`config.mk`:
```
export PLATFORM = sky130hd
export DESIGN_NAME = alu_sliced
export DESIGN_NICKNAME = d
export VERILOG_FILES = /design/src/rtl/alu_sliced_pkg.sv /design/src/rtl/alu_sliced_slice.sv /design/src/rtl/alu_sliced.sv
export SDC_FILE = /design/constraint.sdc
export NUM_CORES = 1
export LEC_CHECK = 0
export ABC_AREA = 1
export ABC_CLOCK_PERIOD_IN_PS = 4500
export BUFFER_PORTS_ARGS = -buffer_cell sky130_fd_sc_hd__buf_4
export CORE_MARGIN = 4
export CORE_UTILIZATION = 40
export CTS_CLUSTER_SIZE = 12
export DETAILED_ROUTE_END_ITERATION = 16
export PLACE_DENSITY = 0.56
export SYNTH_ARGS = -nofsm -noshare
export SYNTH_HDL_FRONTEND = slang
export SYNTH_SLANG_ARGS = --single-unit
```
`constraint.sdc`:
```
create_clock -name clk -period 4.5 [get_ports clk]
set_clock_uncertainty 0.15 [all_clocks]
set_input_delay 0.9 -clock clk [delete_from_list [all_inputs] [get_ports clk]]
set_output_delay 0.9 -clock clk [all_outputs]
set_load 0.02 [all_outputs]
```
`src/rtl/alu_sliced_pkg.sv`:
```
// Shared typedefs and defaults for the slice-serial ALU.
package alu_sliced_pkg;

  localparam int ALU_XLEN    = 32;
  localparam int ALU_SLICE_W = 8;

  typedef enum logic [3:0] {
    OP_ADD,
    OP_SUB,
    OP_PLUS_4,
    OP_AND,
    OP_OR,
    OP_XOR,
    OP_EQ,
    OP_LT,
    OP_LTU,
    OP_SLL,
    OP_SRL,
    OP_SRA
  } cs_alu_op;

  typedef enum logic {
    ST_IDLE,
    ST_RUN
  } alu_state_e;

  function automatic logic is_cmp_op(input cs_alu_op op);
    return op inside {OP_EQ, OP_LT, OP_LTU};
  endfunction

  function automatic logic is_shift_op(input cs_alu_op op);
    return op inside {OP_SLL, OP_SRL, OP_SRA};
  endfunction

endpackage

```
`src/rtl/alu_sliced_slice.sv`:
```
// One SLICE_W-wide datapath slice: adder with carry, bitwise logic and a
// slice compare (signed only when the caller says this is the MSB slice).
module alu_slice
  import alu_sliced_pkg::*;
#(
  parameter int SLICE_W = ALU_SLICE_W
) (
  input  cs_alu_op           i_op,
  input  logic [SLICE_W-1:0] i_a,
  input  logic [SLICE_W-1:0] i_b,
  input  logic               i_carry,
  input  logic               i_signed,
  output logic [SLICE_W-1:0] o_y,
  output logic               o_carry,
  output logic               o_eq,
  output logic               o_lt
);

  logic [SLICE_W:0] w_sum;

  assign w_sum   = {1'b0, i_a} + {1'b0, i_b} + {{SLICE_W{1'b0}}, i_carry};
  assign o_carry = w_sum[SLICE_W];
  assign o_eq    = (i_a == i_b);
  assign o_lt    = i_signed ? ($signed(i_a) < $signed(i_b)) : (i_a < i_b);

  // Select the slice value: logic ops bypass the adder, everything else takes the sum
  always_comb begin
    case (i_op)
      OP_AND:  o_y = i_a & i_b;
      OP_OR:   o_y = i_a | i_b;
      OP_XOR:  o_y = i_a ^ i_b;
      default: o_y = w_sum[SLICE_W-1:0];
    endcase
  end

endmodule

```
`src/rtl/alu_sliced.sv`:
```
// Slice-serial ALU: processes SLICE_W bits per cycle. Arithmetic, logic and
// shifts walk LSB slice first; compares walk MSB slice first and stop on the
// first slice that differs.
module alu_sliced
  import alu_sliced_pkg::*;
#(
  parameter int XLEN    = ALU_XLEN,
  parameter int SLICE_W = ALU_SLICE_W
) (
  input  logic            clk,
  input  logic            rst_n,
  input  logic            start_i,
  input  logic            flush_i,
  input  cs_alu_op        op_i,
  input  logic            cmp_flip_i,
  input  logic [XLEN-1:0] a_i,
  input  logic [XLEN-1:0] b_i,
  output logic            busy_o,
  output logic            done_o,
  output logic [XLEN-1:0] result_o,
  output logic            cmp_o
);

  localparam int NSLICE = XLEN / SLICE_W;
  localparam int CNT_W  = (NSLICE > 1) ? $clog2(NSLICE) : 1;
  localparam int SH_W   = $clog2(XLEN);
  localparam logic [CNT_W-1:0] LAST_IDX = CNT_W'(NSLICE - 1);

  alu_state_e       r_state;
  cs_alu_op         r_op;
  logic             r_flip;
  logic [XLEN-1:0]  r_a;
  logic [XLEN-1:0]  r_b;
  logic [XLEN-1:0]  r_result;
  logic [CNT_W-1:0] r_cnt;
  logic             r_carry;
  logic             r_cmp;
  logic             r_done;
  logic             r_busy;

  logic               w_is_cmp;
  logic               w_is_shift;
  logic               w_last;
  logic [CNT_W-1:0]   w_idx;
  logic [SH_W-1:0]    w_shamt;
  logic [XLEN-1:0]    w_shift_full;
  logic [SLICE_W-1:0] w_a_arr  [NSLICE];
  logic [SLICE_W-1:0] w_b_arr  [NSLICE];
  logic [SLICE_W-1:0] w_sh_arr [NSLICE];
  logic [SLICE_W-1:0] w_a_sl;
  logic [SLICE_W-1:0] w_b_sl;
  logic [SLICE_W-1:0] w_b_op;
  logic [SLICE_W-1:0] w_y;
  logic [SLICE_W-1:0] w_slice_res;
  logic               w_cin;
  logic               w_cout;
  logic               w_eq;
  logic               w_lt;
  logic               w_signed;
  logic               w_decided;
  logic               w_verdict;

  assign w_is_cmp   = is_cmp_op(r_op);
  assign w_is_shift = is_shift_op(r_op);
  assign w_last     = (r_cnt == LAST_IDX);
  // Compares walk from the top slice down; everything else from slice 0 up
  assign w_idx      = w_is_cmp ? (LAST_IDX - r_cnt) : r_cnt;
  assign w_shamt    = r_b[SH_W-1:0];

  // Full-width shift of the latched operand; each cycle one slice of it is taken
  always_comb begin
    case (r_op)
      OP_SLL:  w_shift_full = r_a << w_shamt;
      OP_SRL:  w_shift_full = r_a >> w_shamt;
      OP_SRA:  w_shift_full = $unsigned($signed(r_a) >>> w_shamt);
      default: w_shift_full = r_a;
    endcase
  end

  generate
    for (genvar gi = 0; gi < NSLICE; gi++) begin : g_slices
      assign w_a_arr[gi]  = r_a[gi*SLICE_W +: SLICE_W];
      assign w_b_arr[gi]  = r_b[gi*SLICE_W +: SLICE_W];
      assign w_sh_arr[gi] = w_shift_full[gi*SLICE_W +: SLICE_W];
    end
  endgenerate

  assign w_a_sl = w_a_arr[w_idx];
  assign w_b_sl = w_b_arr[w_idx];

  // Second adder operand: inverted for SUB, a constant 4 on slice 0 for PLUS_4
  always_comb begin
    w_b_op = w_b_sl;
    if (r_op == OP_SUB) begin
      w_b_op = ~w_b_sl;
    end else if (r_op == OP_PLUS_4) begin
      w_b_op = (r_cnt == '0) ? SLICE_W'(4) : '0;
    end
  end

  assign w_cin    = (r_cnt == '0) ? (r_op == OP_SUB) : r_carry;
  assign w_signed = (r_op == OP_LT) && (r_cnt == '0);

  alu_slice #(
    .SLICE_W (SLICE_W)
  ) u_slice (
    .i_op     (r_op),
    .i_a      (w_a_sl),
    .i_b      (w_is_cmp ? w_b_sl : w_b_op),
    .i_carry  (w_cin),
    .i_signed (w_signed),
    .o_y      (w_y),
    .o_carry  (w_cout),
    .o_eq     (w_eq),
    .o_lt     (w_lt)
  );

  assign w_slice_res = w_is_shift ? w_sh_arr[w_idx] : w_y;
  // A differing slice settles the compare; reaching the last slice means all equal
  assign w_decided   = !w_eq || w_last;
  assign w_verdict   = !w_eq ? ((r_op != OP_EQ) && w_lt) : (r_op == OP_EQ);

  // Control FSM, operand latches, carry chain and result assembly
  always_ff @(posedge clk or negedge rst_n) begin
    if (!rst_n) begin
      r_state  <= ST_IDLE;
      r_op     <= OP_ADD;
      r_flip   <= 1'b0;
      r_a      <= '0;
      r_b      <= '0;
      r_result <= '0;
      r_cnt    <= '0;
      r_carry  <= 1'b0;
      r_cmp    <= 1'b0;
      r_done   <= 1'b0;
      r_busy   <= 1'b0;
    end else begin
      r_done <= 1'b0;
      case (r_state)
        ST_IDLE: begin
          // busy stays up through the done cycle, then drops here
          r_busy <= 1'b0;
          if (start_i && !r_busy && !flush_i) begin
            r_state  <= ST_RUN;
            r_busy   <= 1'b1;
            r_op     <= op_i;
            r_flip   <= cmp_flip_i;
            r_a      <= a_i;
            r_b      <= b_i;
            r_cnt    <= '0;
            r_carry  <= 1'b0;
            r_result <= '0;
            r_cmp    <= 1'b0;
          end
        end
        ST_RUN: begin
          if (flush_i) begin
            r_state  <= ST_IDLE;
            r_busy   <= 1'b0;
            r_result <= '0;
            r_cmp    <= 1'b0;
          end else if (w_is_cmp) begin
            if (w_decided) begin
              r_state  <= ST_IDLE;
              r_done   <= 1'b1;
              r_cmp    <= w_verdict ^ r_flip;
              r_result <= {{(XLEN-1){1'b0}}, w_verdict ^ r_flip};
            end else begin
              r_cnt <= r_cnt + 1'b1;
            end
          end else begin
            r_result[w_idx*SLICE_W +: SLICE_W] <= w_slice_res;
            r_carry <= w_cout;
            if (w_last) begin
              r_state <= ST_IDLE;
              r_done  <= 1'b1;
            end else begin
              r_cnt <= r_cnt + 1'b1;
            end
          end
        end
        default: r_state <= ST_IDLE;
      endcase
    end
  end

  assign busy_o   = r_busy;
  assign done_o   = r_done;
  assign result_o = r_result;
  assign cmp_o    = r_cmp;

endmodule

```
; Word-level counts from Yosys, hierarchy flattened
; Index checks and enable logic that the tools add are counted.
[classes]
n_lt_le_gt_ge = 3
reduce_logical = 16
shifts = 5
add_sub_neg = 5
muxes = 53
n_eq_ne = 23
bitwise = 7
[op_table]
columns = cell, count
row1 = $mux W32, 4
row2 = $pmux W32 S3, 1
row3 = $mux W8, 10
row4 = $pmux W32 S2, 1
row5 = $bmux W8 S2, 3
row6 = $neg A5 Y34, 1
row7 = $shift A8 B34 Y32 const A, 1
row8 = $shiftx A8 B34 Y32, 1
row9 = $bwmux W32, 1
row10 = $shl A32 B5 Y32, 1
row11 = $shr A32 B5 Y32, 1
row12 = $sshr A32 B5 Y32, 1
row13 = $pmux W8 S3, 1
row14 = $mux W1, 20
row15 = $eq A4 B3 Y1 const B, 4
row16 = $eq A4 B4 Y1 const B, 4
row17 = $lt A8 B8 Y1, 2
row18 = $mux W2, 6
row19 = $add A8 B8 Y9, 1
row20 = $add A9 B1 Y9, 1
row21 = $and A8 B8 Y8, 1
row22 = $eq A4 B2 Y1 const B, 2
row23 = $eq A8 B8 Y1, 1
row24 = $ne A2 B2 Y1 const B, 4
row25 = other kinds (25), 39
[word_totals]
input_bits = 73
regBits = 108

; Depth between registers and ports, before layout
; Gate-level depths: netlist of run 1.
[depth]
word_depth = 19
mapped_depth = 29
depth_no_buf = 28

; Modules after synthesis
; Synthesis of run 1 repeated with hierarchy kept, for this count alone.
[hier_totals]
hier_cells = 1620
hier_area_um2 = 9816.9
[modules_own_cells]
columns = mod, instances, cells_per_inst, seq_area_each_um2, area_per_inst_um2
row1 = alu_sliced, 1, 1454, 2702.6, 8824.7
row2 = alu_slice, 1, 166, 0.0, 992.2

; Worst setup path before layout of run 1
; No wires, ideal clock.
[synth_path]
path_type = register to register
start = register r_op[1]
end = register r_result[22], in the netlist result_o[22]
path_slack_ps = 787
stages_incl_launch_ff = 27
arrival_ps = 3447
synth_period_minus_slack_ps = 3713
cell_sequence = dfrtp_1 nor2_2 nand2_4 nand3_2 nand2_4 buf_8 nand2_4 buf_6 o22ai_1 a221oi_2 nand2_1 o21ai_1 inv_1 fa_1 fa_1 o21ai_0 nand2_1 nand2_1 nand3_1 nand2_1 nand2_1 nand2_1 nand2_1 o211ai_1 nand2_1 nand2_1 nand2_1
[synth_via]
elab_chain_cells = 19
elab_cells_between_ends = 49
[synth_lines]
columns = element, line_no
row1 = from (decl), alu_sliced.sv:30  ; cs_alu_op r_op;
row2 = from (signal assigned), alu_sliced.sv:146  ; r_op <= op_i;
row3 = $eq A4 B3 Y1 or $eq A4 B4 Y1 (tied branches), alu_sliced_pkg.sv:28  ; return op inside {OP_EQ, OP_LT, OP_LTU};
row4 = $reduce_bool A3 Y1, alu_sliced_pkg.sv:28
row5 = $mux W2, alu_sliced.sv:67  ; assign w_idx = w_is_cmp ? (LAST_IDX - r_cnt) : r_cnt;
row6 = $not A2 Y3 (implied by the code), "alu_sliced.sv:88, alu_sliced.sv:89, alu_sliced.sv:118"
row7 = $bmux W8 S2, alu_sliced.sv:89  ; assign w_b_sl = w_b_arr[w_idx];
row8 = $mux W8 (implied by the code) (2 in a row), alu_sliced.sv:89
row9 = $mux W8 or $not A8 Y8 (tied branches), "alu_sliced.sv:96, alu_sliced.sv:95"
row10 = $mux W8, alu_sliced.sv:94  ; if (r_op == OP_SUB) begin
row11 = [... 2 more ...], -
row12 = $add A9 B1 Y9, alu_sliced_slice.sv:21  ; assign w_sum = {1'b0, i_a} + {1'b0, i_b} + {{SLICE_W{1'b0}}, i_carry};
row13 = $pmux W8 S3, alu_sliced_slice.sv:28  ; case (i_op)
row14 = $mux W8, alu_sliced.sv:118  ; assign w_slice_res = w_is_shift ? w_sh_arr[w_idx] : w_y;
row15 = $shiftx A8 B34 Y32, alu_sliced.sv:172  ; r_result[w_idx*SLICE_W +: SLICE_W] <= w_slice_res;
row16 = $bwmux W32, alu_sliced.sv:172
row17 = $mux W32, alu_sliced.sv:162  ; end else if (w_is_cmp) begin
row18 = $mux W32, alu_sliced.sv:157  ; if (flush_i) begin
row19 = $pmux W32 S2, alu_sliced.sv:139  ; case (r_state)
row20 = to (signal assigned), alu_sliced.sv:167  ; r_result <= {{(XLEN-1){1'b0}}, w_verdict ^ r_flip};
row21 = "to (signal, indexed assignment)", alu_sliced.sv:172
row22 = to (decl), alu_sliced.sv:34  ; logic [XLEN-1:0] r_result;
; Parallel ways exist; a longest one is shown, timed or not. The select of a mux whose other input is x is not followed.
; A chain may end at the register's enable or synchronous reset.

; Worst setup path in the final report of run 1
[layout_path]
start = register r_op[2]
end = register r_result[6], in the netlist result_o[6]
; Same word-level chain as after synthesis.

==> results_dict.tcl, run 1 <==
set metrics [dict create \
    setup_viol 0 \
    slew_viol_final 0 \
    worstReg2RegEnd "result_o[6]$_DFFE_PN0P_" \
    p_leak_nw 5.52 \
    cp_max_fo 8 \
    synth_warnings 0 \
    ir_worst_vdd_mv 0.355 \
    fin_area_um2 11000 \
    cts_buffers 9 \
    dpl.hpwl_um 28600 \
    place_inst 1922 \
    hold_start "r_b[18]$_DFFE_PN0P_" \
    synth-edff-count 0 \
    tightestPinTransition_ns 1.10 \
    grt_pass1_vias 10600 \
    nNetsFinal 1716 \
    syn_nets 1662 \
    area_growth_pct 13.3 \
    die_area_um2 26800 \
    ys_seq_elements 108 \
    gp_congestion 0.992 \
    firstDrtPassIters 8 \
    reg2regPathDepth 25 \
    ys.flop_type "dfrtp_1" \
    finalSetupTns_ns 0 \
    die_h_um 164 \
    holdWs_ns 0.331 \
    grt_max_degree 71 \
    clkTransAtPathRegs_ns 0.08 \
    antenna_found_initial 0 \
    critPathCaptureType "register" \
    fin_cells 1938 \
    p_per_area_nw_per_um2 815 \
    status "complete, no violations" \
    num-fill-cells 2651 \
    layout_setup_ws_ns 0.362 \
    antenna_left 0 \
    synth_cells 1560 \
    whs_endpoint "r_b[18]$_DFFE_PN0P_" \
    seq_area_frac_synth 0.279 \
    critPathRequiredTime_ns 4.61 \
    portBuffers 107 \
    rsz0062_at_grt "false" \
    postCtsHoldBufs 0 \
    cts_setup_buffers 0 \
    hold_violations 0 \
    vias_per_cell 5.67 \
    grt_pass1_wl_um 59200 \
    core.rowCount 56 \
    drc_errors 0 \
    dpl_cell_area_um2 10600 \
    slew_headroom 0.258 \
    fp.dieW_um 164 \
    fin_crit_ns 4.14 \
    hold_path_class "reg2reg" \
    synth_cell_types 49 \
    cp.arrival_ns 4.25 \
    postSynthAreaPerCell_um2 6.21 \
    fin_util 0.463 \
    clockBufferDepth 2 \
    routed_wl_um 37700 \
    power_mw 8.95 \
    post-place-ws_ns 0.183 \
    cts.sinks 108 \
    holdPathStages 2 \
    cap_violations 0 \
    period_share 0.920 \
    syn_area_um2 9690 \
    ys_async_sr_fraction 1.00 \
    drt-initial-drc-count 1327 \
    ios 108 \
    design.core.area_um2 23700 \
    cts_resized 0 \
    cts_tree "yes" \
    final_cell_mix "nand2_1 (569), nand3_1 (373), buf_4 (120)" \
    routedWlPerCell_um 19.5 \
    final_common_cell "nand2_1" \
    grt-ovfl-total 0 \
    cp-start-kind "register" \
    rrSetupSlack_ns 0.36 \
    worstReg2RegStart "r_op[2]$_DFFE_PN0P_" \
    path_class "reg2reg" \
    initial_core_util 0.409 \
    track_usage 0.283 \
    htreeDepth 3 \
    max_freq_mhz 242 \
    root_buffer "clkbuf_16" \
    layout-drive-gt1-share 0.128 \
    clock_latency_ns 0.37 \
    num_vias 11000 \
    n_antenna_cell 0 \
]
synthesized netlist by cell type (9+ instances only):
library cell,count,area share
o21ai_0,62,0.032
clkbuf_1,32,0.012
a21oi_1,28,0.014
ha_1,27,0.035
buf_2,28,0.014
nand4_1,13,0.0084
inv_2,13,0.0050
o211ai_1,13,0.010
nand2_1,569,0.22
inv_1,85,0.033
o21ai_1,16,0.0083
o221ai_1,12,0.011
nor2_1,72,0.028
o22ai_1,9,0.0058
dfrtp_1,108,0.28
nand3_1,373,0.19
state kept, by name, indices dropped and copies added (netlist names):
| signal | count |
|---|---|
| r_b | 32 |
| r_state | 1 |
| r_op | 4 |
| r_flip | 1 |
| busy_o | 1 |
| r_carry | 1 |
| r_cnt | 2 |
| result_o | 32 |
| cmp_o | 1 |
| done_o | 1 |
| r_a | 32 |
cell families (layout without fill, tap and decap cells):
logic type	count (synthesis)	in the layout	share of synthesized area
compound gates	170	170	0.108
flops	108	108	0.279
fa+ha+maj	29	29	0.0390
simple gates	1068	1068	0.489
xor+xnor	3	3	0.00271
buf+inv	182	241	0.0823
layout make-up:
cell class                 count  area, um2  area share
tap                          319        399      0.0364
clock inverter                 7       80.1     0.00730
clock buffer                   9        225      0.0205
sequential                   108       2710       0.247
multi-input combinational   1270       6220       0.567
timing repair buffer         122        941      0.0857
inverter                     103        399      0.0364
routing by layer:
metal,vias up,share of wire,GRT usage
met4,0,0.031,0.0945
li1,5310,-,-
met2,490,0.45,0.453
met1,5127,0.44,0.399
met5,-,0,0
met3,69,0.078,0.0326
where the power goes:
part	switching (mW)	internal (mW)
combinational	4.51	2.01
clock	0.446	0.398
sequential	0.351	1.23
worst max-delay path by stage:
stage	startpoint	endpoint	slack [ns]	cells past startpoint
detailed placement	r_op[1]$_DFFE_PN0P_	result_o[22]$_DFFE_PN0P_	0.18	24
floorplan	r_op[1]$_DFFE_PN0P_	result_o[22]$_DFFE_PN0P_	0.79	26
finish	r_op[2]$_DFFE_PN0P_	result_o[6]$_DFFE_PN0P_	0.36	25
CTS	r_op[1]$_DFFE_PN0P_	result_o[22]$_DFFE_PN0P_	0.18	24
global route	r_op[1]$_DFFE_PN0P_	result_o[22]$_DFFE_PN0P_	0.02	25
global placement	r_op[1]$_DFFE_PN0P_	result_o[14]$_DFFE_PN0P_	0.29	24
critical path, cell delays in order (launching register included):
cell      delay [ns]
dfrtp_1         0.44
nor2_4          0.17
nand2_4         0.09
nand2_4         0.11
nand2_1         0.10
nand2_4         0.15
nor2_8          0.05
buf_4           0.18
a221oi_2        0.26
nand2_1         0.07
o21ai_1         0.15
inv_1           0.11
fa_1            0.44
fa_1            0.41
o21ai_0         0.19
nand2_1         0.07
nand2_1         0.11
nand3_1         0.11
nand2_1         0.07
nand2_1         0.06
nand2_1         0.07
nand2_1         0.05
o211ai_1        0.11
nand2_1         0.17
nand2_1         0.09
nand2_1         0.04
Note: power is estimated with default switching activity, not from simulation.
==> run 2, diff against run 1 <==
--- a/config.mk
+++ b/config.mk
@@ -6,7 +6,7 @@
 export NUM_CORES = 1
 export LEC_CHECK = 0
 export ABC_AREA = 1
-export ABC_CLOCK_PERIOD_IN_PS = 4500
+export ABC_CLOCK_PERIOD_IN_PS = 5200
 export BUFFER_PORTS_ARGS = -buffer_cell sky130_fd_sc_hd__buf_4
 export CORE_MARGIN = 4
 export CORE_UTILIZATION = 40
==> constraint.sdc (replaced) <==
create_clock -name clk -period 5.2 [get_ports clk]
set_clock_uncertainty 0.15 [all_clocks]
set_input_delay 1.04 -clock clk [delete_from_list [all_inputs] [get_ports clk]]
set_output_delay 1.04 -clock clk [all_outputs]
set_load 0.02 [all_outputs]
==> run 2 against run 1 <==
Sequential share of layout area increased by 0.16 points. Register-to-register slack improved by 0.36 ns. Maximum frequency decreased by 7.7%. Cell count about the same. Sequential power decreased by 14%. Via count decreased by 0.32%. Clock power decreased by 16%. First-iteration DRC count decreased by 11%. Routed wire length decreased by 0.77%. Sequential cell count unchanged.
==> results_dict.tcl, run 2 (synthesis results as in run 1) <==
set metrics [dict create \
    status "complete, no violations" \
    final_common_cell "nand2_1" \
    antenna_found_initial 0 \
    hold_violations 0 \
    cts_resized 0 \
    portBuffers 107 \
    clkTransAtPathRegs_ns 0.08 \
    grt_pass1_vias 10400 \
    fp.dieW_um 164 \
    layout-drive-gt1-share 0.125 \
    routed_wl_um 37400 \
    cts_tree "yes" \
    whs_endpoint "r_b[31]$_DFFE_PN0P_" \
    firstDrtPassIters 5 \
    reg2regPathDepth 24 \
    nNetsFinal 1715 \
    ios 108 \
    fin_area_um2 10900 \
    initial_core_util 0.409 \
    antenna_left 0 \
    rrSetupSlack_ns 0.72 \
    area_growth_pct 12.5 \
    worstReg2RegEnd "result_o[11]$_DFFE_PN0P_" \
    cts_buffers 9 \
    rsz0062_at_grt "false" \
    p_leak_nw 5.49 \
    core.rowCount 56 \
    die_area_um2 26800 \
    gp_congestion 1.00 \
    grt_pass1_wl_um 58200 \
    n_antenna_cell 0 \
    slew_viol_final 0 \
    num-fill-cells 2585 \
    holdPathStages 2 \
    critPathCaptureType "register" \
    vias_per_cell 5.66 \
    hold_path_class "reg2reg" \
    path_class "reg2reg" \
    critPathRequiredTime_ns 5.35 \
    cp_max_fo 19 \
    worstReg2RegStart "r_op[1]$_DFFE_PN0P_" \
    cp-start-kind "register" \
    max_freq_mhz 223 \
    routedWlPerCell_um 19.3 \
    fin_crit_ns 4.48 \
    hold_start "r_b[31]$_DFFE_PN0P_" \
    cts_setup_buffers 0 \
    cap_violations 0 \
    postCtsHoldBufs 0 \
    track_usage 0.279 \
    design.core.area_um2 23700 \
    htreeDepth 3 \
    num_vias 11000 \
    final_cell_mix "nand2_1 (569), nand3_1 (373), buf_4 (121)" \
    dpl.hpwl_um 28500 \
    drc_errors 0 \
    root_buffer "clkbuf_16" \
    setup_viol 0 \
    die_h_um 164 \
    grt_max_degree 97 \
    cp.arrival_ns 4.63 \
    drt-initial-drc-count 1178 \
    cts.sinks 108 \
    slew_headroom 0.290 \
    p_per_area_nw_per_um2 701 \
    dpl_cell_area_um2 10600 \
    grt-ovfl-total 0 \
    clockBufferDepth 2 \
    tightestPinTransition_ns 1.05 \
    clock_latency_ns 0.36 \
    finalSetupTns_ns 0 \
    period_share 0.862 \
    ir_worst_vdd_mv 0.310 \
]
run 2: changes by cell type in the layout (fill, tap and decap cells not counted), sizes merged:
cell,delta
clkinvlp,+1
inv,-1
buf,-1
run 2: layout make-up:
| cell class | instances | area, um2 | share of cell area |
|---|---|---|---|
| inverters | 103 | 394 | 0.0362 |
| clock inverters | 7 | 71.3 | 0.00654 |
| well taps | 319 | 399 | 0.0366 |
| multi-input cells | 1270 | 6200 | 0.568 |
| clock buffers | 9 | 225 | 0.0207 |
| flip-flops and latches | 108 | 2710 | 0.248 |
| repair buffers | 121 | 908 | 0.0833 |
run 2: how the worst max path moves through the flow:
| stage | start | cells past startpoint | slack [ns] | to |
|---|---|---|---|---|
| after floorplan | r_op[1]$_DFFE_PN0P_ | 26 | 1.49 | result_o[22]$_DFFE_PN0P_ |
| after global placement | r_op[1]$_DFFE_PN0P_ | 24 | 0.97 | result_o[14]$_DFFE_PN0P_ |
| after detailed placement | r_op[1]$_DFFE_PN0P_ | 24 | 0.78 | result_o[14]$_DFFE_PN0P_ |
| after CTS | r_op[1]$_DFFE_PN0P_ | 24 | 0.75 | result_o[14]$_DFFE_PN0P_ |
| after global routing | r_op[1]$_DFFE_PN0P_ | 24 | 0.12 | result_o[14]$_DFFE_PN0P_ |
| final | r_op[1]$_DFFE_PN0P_ | 24 | 0.72 | result_o[11]$_DFFE_PN0P_ |
run 2: stage by stage:
stage / setup WS, ns / utilization / cells / total power [mW] / hold WS [ns]
floorplan: 1.49 / - / 1560 / 5.30 / 0.292
global placement: 0.968 / 0.448 / 1921 / 6.87 / 0.310
CTS: 0.746 / 0.460 / 1937 / 7.61 / 0.330
detailed placement: 0.785 / 0.448 / 1921 / 6.87 / 0.309
global route: 0.121 / 0.460 / 1937 / 8.38 / 0.346
finish: 0.719 / 0.460 / 1937 / 7.64 / 0.331
run 2: layer usage:
layer / up-vias / wire, um / track usage
met5: - / 0 / 0
met2: 443 / 17200 / 0.453
met1: 5141 / 16700 / 0.391
met4: 0 / 1070 / 0.0850
met3: 66 / 2440 / 0.0313
li1: 5311 / - / -
run 2: power breakdown:
part           internal (mW)  leakage, nW  switching, mW
logic                   1.72         3.96           3.85
registers               1.07         1.39          0.297
clock network          0.339        0.138          0.368
run 2: critical path, stage by stage, from the launching register on:
cell and delay [ns]:
dfrtp_1 0.47, nor2_2 0.22, nand2_4 0.10, nand2_4 0.12, nand2_4 0.06, nand2_4 0.19, nor2_8 0.10, inv_2 0.38
nor2_1 0.08, a21oi_1 0.15, o221ai_1 0.15, o21ai_1 0.19, inv_1 0.08, ha_1 0.32, nor2_1 0.15, nand3_1 0.11
nor2_1 0.20, inv_1 0.08, nor2_1 0.09, nand2_1 0.05, o21ai_1 0.28, inv_1 0.14, o21ai_1 0.35, nand2_1 0.11
nand2_1 0.09
